--- config.mk ---
export PLATFORM = sky130hd
export DESIGN_NAME = game_over_overlay
export DESIGN_NICKNAME = d
export VERILOG_FILES = /design/src/rtl/game_over_overlay.sv
export SDC_FILE = /design/constraint.sdc
export NUM_CORES = 1
export LEC_CHECK = 0
export CORE_UTILIZATION = 41
export CTS_CLUSTER_DIAMETER = 80
export DETAILED_ROUTE_END_ITERATION = 10
export GPL_TIMING_DRIVEN = 1
export PLACE_DENSITY = 0.79
export SLEW_MARGIN = 20
export SYNTH_ARGS = -nofsm -noshare
export SYNTH_HDL_FRONTEND = slang
export SYNTH_SLANG_ARGS = --single-unit
export TNS_END_PERCENT = 5
--- constraint.sdc ---
create_clock -name clk -period 1.7 [get_ports clk]
set_clock_uncertainty 0.1 [all_clocks]
set_input_delay 0.34 -clock clk [delete_from_list [all_inputs] [get_ports clk]]
set_output_delay 0.34 -clock clk [all_outputs]
set_load 0.005 [all_outputs]
--- src/rtl/game_over_overlay.sv ---
// Game-over overlay: freezes play, draws a blinking box over the video stream
// at the next frame start, and issues one restart pulse on a fresh key press.
module game_over_overlay #(
  parameter int          HOR_PIX      = 1024,
  parameter int          VER_PIX      = 768,
  parameter int          BOX_X        = 384,
  parameter int          BOX_Y        = 352,
  parameter int          BOX_W        = 256,
  parameter int          BOX_H        = 64,
  parameter int          BORDER       = 4,
  parameter logic [11:0] BOX_COLOR    = 12'hF00,
  parameter int          BLINK_FRAMES = 30
) (
  input  logic        clk,
  input  logic        rst,
  input  logic [10:0] hcount_in,
  input  logic [10:0] vcount_in,
  input  logic        hsync_in,
  input  logic        hblnk_in,
  input  logic        vsync_in,
  input  logic        vblnk_in,
  input  logic [11:0] rgb_in,
  input  logic        game_over,
  input  logic        restart_key,
  output logic [10:0] hcount_out,
  output logic [10:0] vcount_out,
  output logic        hsync_out,
  output logic        hblnk_out,
  output logic        vsync_out,
  output logic        vblnk_out,
  output logic [11:0] rgb_out,
  output logic        freeze,
  output logic        restart,
  // Debug view: state encoding PLAY=0, WAIT_FRAME=1, SHOW=2, RELEASE=3
  output logic [1:0]  dbg_state,
  output logic        dbg_blink_on
);

  typedef enum logic [1:0] {
    ST_PLAY       = 2'd0,
    ST_WAIT_FRAME = 2'd1,
    ST_SHOW       = 2'd2,
    ST_RELEASE    = 2'd3
  } state_t;

  // Box edges widened to 12 bits so BOX_X+BOX_W never wraps against 11-bit counters
  localparam logic [11:0] X_LO  = 12'(BOX_X);
  localparam logic [11:0] X_HI  = 12'(BOX_X + BOX_W);
  localparam logic [11:0] Y_LO  = 12'(BOX_Y);
  localparam logic [11:0] Y_HI  = 12'(BOX_Y + BOX_H);
  localparam logic [11:0] XB_LO = 12'(BOX_X + BORDER);
  localparam logic [11:0] XB_HI = 12'(BOX_X + BOX_W - BORDER);
  localparam logic [11:0] YB_LO = 12'(BOX_Y + BORDER);
  localparam logic [11:0] YB_HI = 12'(BOX_Y + BOX_H - BORDER);
  localparam logic [11:0] H_MAX = 12'(HOR_PIX);
  localparam logic [11:0] V_MAX = 12'(VER_PIX);
  localparam logic [5:0]  BLINK_LAST = 6'(BLINK_FRAMES - 1);

  state_t      r_state;
  state_t      w_next_state;
  logic [5:0]  r_blink_cnt;
  logic [5:0]  w_blink_cnt_next;
  logic        r_blink_on;
  logic        w_blink_on_next;
  logic        r_vsync_prev;
  logic        r_key_prev;
  logic        w_frame_start;
  logic        w_key_edge;
  logic        w_restart_next;
  logic [11:0] w_h;
  logic [11:0] w_v;
  logic        w_in_box;
  logic        w_border;
  logic [11:0] w_rgb_next;

  assign w_frame_start = vsync_in & ~r_vsync_prev;
  assign w_key_edge    = restart_key & ~r_key_prev;

  assign w_h = {1'b0, hcount_in};
  assign w_v = {1'b0, vcount_in};

  assign w_in_box = (w_h >= X_LO) && (w_h < X_HI) && (w_h < H_MAX) &&
                    (w_v >= Y_LO) && (w_v < Y_HI) && (w_v < V_MAX) &&
                    !hblnk_in && !vblnk_in;

  assign w_border = (w_h < XB_LO) || (w_h >= XB_HI) ||
                    (w_v < YB_LO) || (w_v >= YB_HI);

  always_comb begin
    w_next_state     = r_state;
    w_blink_cnt_next = r_blink_cnt;
    w_blink_on_next  = r_blink_on;
    w_restart_next   = 1'b0;
    case (r_state)
      ST_PLAY: begin
        if (game_over) w_next_state = ST_WAIT_FRAME;
      end
      ST_WAIT_FRAME: begin
        if (w_frame_start) begin
          w_next_state     = ST_SHOW;
          w_blink_cnt_next = 6'd0;
          w_blink_on_next  = 1'b1;
        end
      end
      ST_SHOW: begin
        // A key edge wins over a coincident frame start; the blink step is dropped
        if (w_key_edge) begin
          w_next_state   = ST_RELEASE;
          w_restart_next = 1'b1;
        end else if (w_frame_start) begin
          if (r_blink_cnt == BLINK_LAST) begin
            w_blink_cnt_next = 6'd0;
            w_blink_on_next  = ~r_blink_on;
          end else begin
            w_blink_cnt_next = r_blink_cnt + 6'd1;
          end
        end
      end
      ST_RELEASE: begin
        if (!game_over) w_next_state = ST_PLAY;
      end
      default: w_next_state = ST_PLAY;
    endcase
  end

  always_comb begin
    w_rgb_next = rgb_in;
    if ((r_state == ST_SHOW) && w_in_box) begin
      if (w_border)        w_rgb_next = BOX_COLOR;
      else if (r_blink_on) w_rgb_next = 12'hFFF;
      else                 w_rgb_next = 12'h000;
    end
  end

  always_ff @(posedge clk or negedge rst) begin
    if (!rst) begin
      r_state      <= ST_PLAY;
      r_blink_cnt  <= 6'd0;
      r_blink_on   <= 1'b0;
      r_vsync_prev <= 1'b0;
      r_key_prev   <= 1'b0;
      hcount_out   <= 11'd0;
      vcount_out   <= 11'd0;
      hsync_out    <= 1'b0;
      hblnk_out    <= 1'b0;
      vsync_out    <= 1'b0;
      vblnk_out    <= 1'b0;
      rgb_out      <= 12'h000;
      freeze       <= 1'b0;
      restart      <= 1'b0;
    end else begin
      r_state      <= w_next_state;
      r_blink_cnt  <= w_blink_cnt_next;
      r_blink_on   <= w_blink_on_next;
      r_vsync_prev <= vsync_in;
      r_key_prev   <= restart_key;
      hcount_out   <= hcount_in;
      vcount_out   <= vcount_in;
      hsync_out    <= hsync_in;
      hblnk_out    <= hblnk_in;
      vsync_out    <= vsync_in;
      vblnk_out    <= vblnk_in;
      rgb_out      <= w_rgb_next;
      freeze       <= (w_next_state != ST_PLAY);
      restart      <= w_restart_next;
    end
  end

  assign dbg_state    = r_state;
  assign dbg_blink_on = r_blink_on;

endmodule

Yosys cells after proc, flatten, opt, wreduce, memory -nomap -nowiden

Cells that the tools add are included.

Equality and inequality tests: 8
Reduce and logical (&&, ||, !) cells: 18
Add/subtract/negate cells: 1
$lt $le $gt $ge: 10
Div/mod/pow operators: 0
Bitwise operators: 5
Shift operators: 0
Multiplexer cells: 20
Multipliers: 0

Operator list:

| operator             | number |
|---|---|
| $mux 12              | 3 |
| $ge 11x9->1 const B  | 3 |
| $lt 11x9->1 const B  | 3 |
| $mux 6               | 4 |
| $lt 11x10->1 const B | 2 |
| $pmux 6 s2           | 1 |
| $ge 11x10->1 const B | 1 |
| $lt 11x11->1 const B | 1 |
| $logic_and 1x1->1    | 8 |
| $mux 2               | 4 |
| $ne 2x2->1 const B   | 4 |
| $pmux 2 s4           | 1 |
| $add 6x1->6 const B  | 1 |
| $eq 6x5->1 const B   | 1 |
| $mux 1               | 6 |
| $reduce_and 5->1     | 1 |
| $eq 2x2->1 const B   | 2 |
| $reduce_and 4->1     | 1 |
| $reduce_bool 2->1    | 2 |
| $logic_or 1x1->1     | 3 |
| $not 1->1            | 3 |
| $and 1x1->1          | 2 |
| $eq 2x1->1 const B   | 1 |
| $logic_not 1->1      | 2 |
| other kinds (2)      | 2 |

Bits of input ports: 42
Memory bits (writable): 0
Output and inout bits: 43
Word-level logic and storage cells: 75
Flip-flop bits (word level): 50
Bits in read-only memories: 0
Memories kept: 0
Latch bits: 0

Depth between registers and ports, before layout

Gate-level depths: netlist (run 1).

Depth in word-level cells: 10
Gate-level depth with buffers: 6
Gate-level depth less buffers: 6

Least setup slack after synthesis (run 1)

OpenSTA, ideal clock, no wires.

Kind: input-to-reg
Start point: input port vcount_in[9]
End point: register rgb_out[10]
Path slack: 85 ps
Data arrival time: 1381 ps
Cell stages on the path: 4
Required time: 1466 ps
Buffers on the path: 0
Setup time: 134 ps
Cells stage by stage: or3_4 > nor4_4 > and4_1 > a2bb2oi_1

Cells in the longest elaborated chain, start to end: 8
Elaborated cells on any way between the ends: 15
Classes of those cells: order compare (5); mux (2); reduce/logical (8)

RTL lines:

| element                         | line | source |
|---|---|---|
| from (decl)                     | 17   | `input logic [10:0] vcount_in,` |
| $ge 11x9->1                     | 83   | `(w_v >= Y_LO) && (w_v < Y_HI) && (w_v < V_MAX) &&` |
| $logic_and 1x1->1               | 82   | `assign w_in_box = (w_h >= X_LO) && (w_h < X_HI) && (w_h < H_MAX) &&` |
| $logic_and 1x1->1 (3 in series) | 83   |  |
| $logic_and 1x1->1               | 84   | `!hblnk_in && !vblnk_in;` |
| $logic_and 1x1->1               | 128  | `if ((r_state == ST_SHOW) && w_in_box) begin` |
| $mux 12 (*)                     | 128  |  |
| named net w_rgb_next[10]        | 74   | `logic [11:0] w_rgb_next;` |
| to (signal assigned)            | 163  | `rgb_out <= w_rgb_next;` |
| to (decl)                       | 31   | `output logic [11:0] rgb_out,` |

The timed path passes the listed nets; every way through them passes the cells marked *.
A chain may end at the register's enable or synchronous reset.

Worst setup path after layout (run 1)

Start point: input port vcount_in[8]
End point: register rgb_out[3]

The elaborated chain is that of the path after synthesis.

==> results of run 1 <==
## worst max path at each step
stage	from	to	slack (ns)	cells past startpoint
after floorplan	vcount_in[9]	rgb_out[10]$_DFF_PN0_	0.09	4
after global placement	hcount_in[9]	rgb_out[4]$_DFF_PN0_	-0.52	5
after detailed placement	hcount_in[9]	rgb_out[1]$_DFF_PN0_	-0.58	5
after CTS	vcount_in[6]	rgb_out[1]$_DFF_PN0_	-0.003	5
after global routing	hcount_in[3]	rgb_out[10]$_DFF_PN0_	-0.01	6
final	vcount_in[8]	rgb_out[3]$_DFF_PN0_	0.06	6
## routing by layer
metal	vias up	part of all wire	global-route usage
met4	0	0.020	0.0930
met5	-	0	0
met2	66	0.48	0.337
met1	753	0.42	0.293
met3	9	0.079	0.0669
li1	737	-	-
## state kept, by name, summed over array words and instances, names as in the netlist
signal,cells
r_vsync_prev,1
freeze,1
dbg_state,2
vcount_out,11
restart,1
r_key_prev,1
vblnk_out,1
hcount_out,11
r_blink_cnt,6
dbg_blink_on,1
hsync_out,1
hblnk_out,1
rgb_out,12
## layout by cell type, fill, tap and decap left out, types with 2 or more instances in the layout
cell,netlist,layout
a211oi_1,4,3
a21oi_1,3,3
a22o_1,2,2
a2bb2oi_1,4,4
buf_4,0,20
clkbuf_8,0,6
clkdlybuf4s50_1,0,72
dfrtp_1,50,50
dlygate4sd2_1,0,8
dlymetal6s2s_1,0,3
ha_1,2,2
inv_1,4,4
nand2_1,3,2
nand2b_1,7,6
nand3_1,6,6
nand4_1,2,2
nor2_1,2,2
nor2b_1,4,4
nor3_1,3,3
nor4_2,0,2
o21ai_0,8,7
o22ai_1,2,2
o2bb2ai_2,0,8
## worst max-delay path: stages
cell             delay, ns
clkdlybuf4s50_1       0.49
nand2b_1              0.09
nor4_4                0.27
buf_6                 0.17
nand4_4               0.20
o2bb2ai_2             0.19
## power by group
part / internal (mW) / switching, mW / total, mW
Combinational: 0.451 / 0.350 / 0.802
Sequential: 1.29 / 0.0359 / 1.32
Clock: 0.314 / 0.358 / 0.672
Total: 2.05 / 0.744 / 2.80
## timing repair
action,CTS,global route
hold buffers,1,0
endpoints found under the setup margin,15,20
endpoints found under the hold margin,50,0
setup buffers,3,1
gates resized for setup,23,10
pin swaps,12,1
## final cells by class
| type | count | area share |
|---|---|---|
| clock buffers | 6 | 0.0263 |
| flip-flops and latches | 50 | 0.399 |
| repair buffers | 107 | 0.327 |
| well taps | 52 | 0.0207 |
| inverters | 4 | 0.00479 |
| multi-input cells | 82 | 0.223 |
## cells by family (layout without fill, tap and decap cells)
family,Yosys count,count (layout),share of synthesized area
buffers and inverters,6,117,0.0121
AOI/OAI and AO/OA,40,40,0.162
DFF,50,50,0.671
adders and majority gates,2,2,0.0134
muxes,1,1,0.00537
and+or+nand+nor,39,39,0.136
==> metrics, run 1 <==
status=complete, no violations; DP HPWL=3550 microns; hold path startpoint=vcount_in[5]; Clock Path Buffers=2; Min Hold Slack=0.148 ns; Syn Inst Count=138; Setup Viol. Count Final=0; post-synth cell types=39; synthesis-to-layout area growth=68.3%; CTS sink count=50; Finished Layout Cells=301; CTS tree=done; dpl cell area=0.00291 sq mm; initial antenna violation count=0; Post-synth EDFFs=0; gpl congestion=0.853; Initial Util=0.428; DR vias/cell=5.20; Residual DRC=0; dominant cell type by area after synthesis=dfrtp_1; final core occ=0.720; Clock Latency Late Sink=0.30 ns; drt total wl=4900 microns; Syn Nets=182; nets=294; Slew Viols, Final=0; chip width=69.4 microns; Worst Hold Depth=1; CP endpoint kind=flip-flop; synth warn=0; routed len/inst=16.3 microns; vias in the first global route=1562; Die ar.=0.00482 sq mm; leakage power=1.32 nW; Fin Setup TNS=0 ns; count leader, synth=dfrtp_1; H-tree lvl count=2; Worst-path clk slew=0.08 ns; register-to-register setup slack=0.10 ns; IO buf count=84; capturing point of the worst reg2reg path=rgb_out[3]$_DFF_PN0_; Syn Std Cell Area=0.00186 sq mm; FF+latch count, synth=50; largest net degree at the start of global routing=51; max_cap viols=0; Setup WS pre-CTS=-0.583 ns; Final Hold Viols=0; Power, Total=2.80 mW; drt first-iter violations=77; Crit Path Max Fanout=8; Antenna diodes=0; Startpoint Class=input pin; post-synthesis async set-or-reset flop share=1.00; core area=0.00435 sq mm; I/O pin cnt=85; Worst R2R Path Depth=5; Worst Hold End=vcount_out[5]$_DFF_PN0_; Setup CP Type=in2reg; Site Rows=24; Max Clock Freq=611 MHz; most frequent cells after synthesis=dfrtp_1, o2bb2ai_1, o21ai_0; Placed Cells incl. Taps=290; synth top area cells=dfrtp_1, o2bb2ai_1, nand2b_1; DR pass1 iterations=4; sequential share of the synthesized area=0.671; fillers=298; first-pass GRT wire length=7970 microns; worst IR drop on VDD=0.835 mV; syn avg cell area=13.5 sq um; Total GRT Usage=0.220; Routed Antenna Nets=0; fin crit share=0.963; Main synth FF type=dfrtp_1; Finished Cell Area=0.00314 sq mm; proportion of layout cells with a drive suffix above 1=0.205; root buffer cell=clkbuf_8; post-synth top area share=0.671; Least-Margin Pin Slew=0.332 ns; minimum clock period=1.64 ns; GRT overflow=0; RR Startpoint=dbg_state[0]$_DFF_PN0_; CP Data Arrival Time=1.76 ns; TritonCTS buffer count=5; worst hold path class=in2reg; post-route setup slack=0.0637 ns; Multi-input gate area=698 sq um; die height=69.4 microns; RSZ-0062 raised after global routing=yes; Reg area=0.00125 sq mm; Critical Path RT=1.83 ns; vias=1565; Worst slew margin=0.776; pwr/cell area=892 mW/mm^2
Note: power is estimated with default switching activity, not from simulation.
==> run 2, diff against run 1 <==
--- a/config.mk
+++ b/config.mk
@@ -9,6 +9,7 @@
 export CTS_CLUSTER_DIAMETER = 80
 export DETAILED_ROUTE_END_ITERATION = 10
 export GPL_TIMING_DRIVEN = 1
+export HOLD_SLACK_MARGIN = 0.03
 export PLACE_DENSITY = 0.79
 export SLEW_MARGIN = 20
 export SYNTH_ARGS = -nofsm -noshare
==> results of run 2 <==
Same layout as run 1: the final DEF is identical, and so are final timing and power.
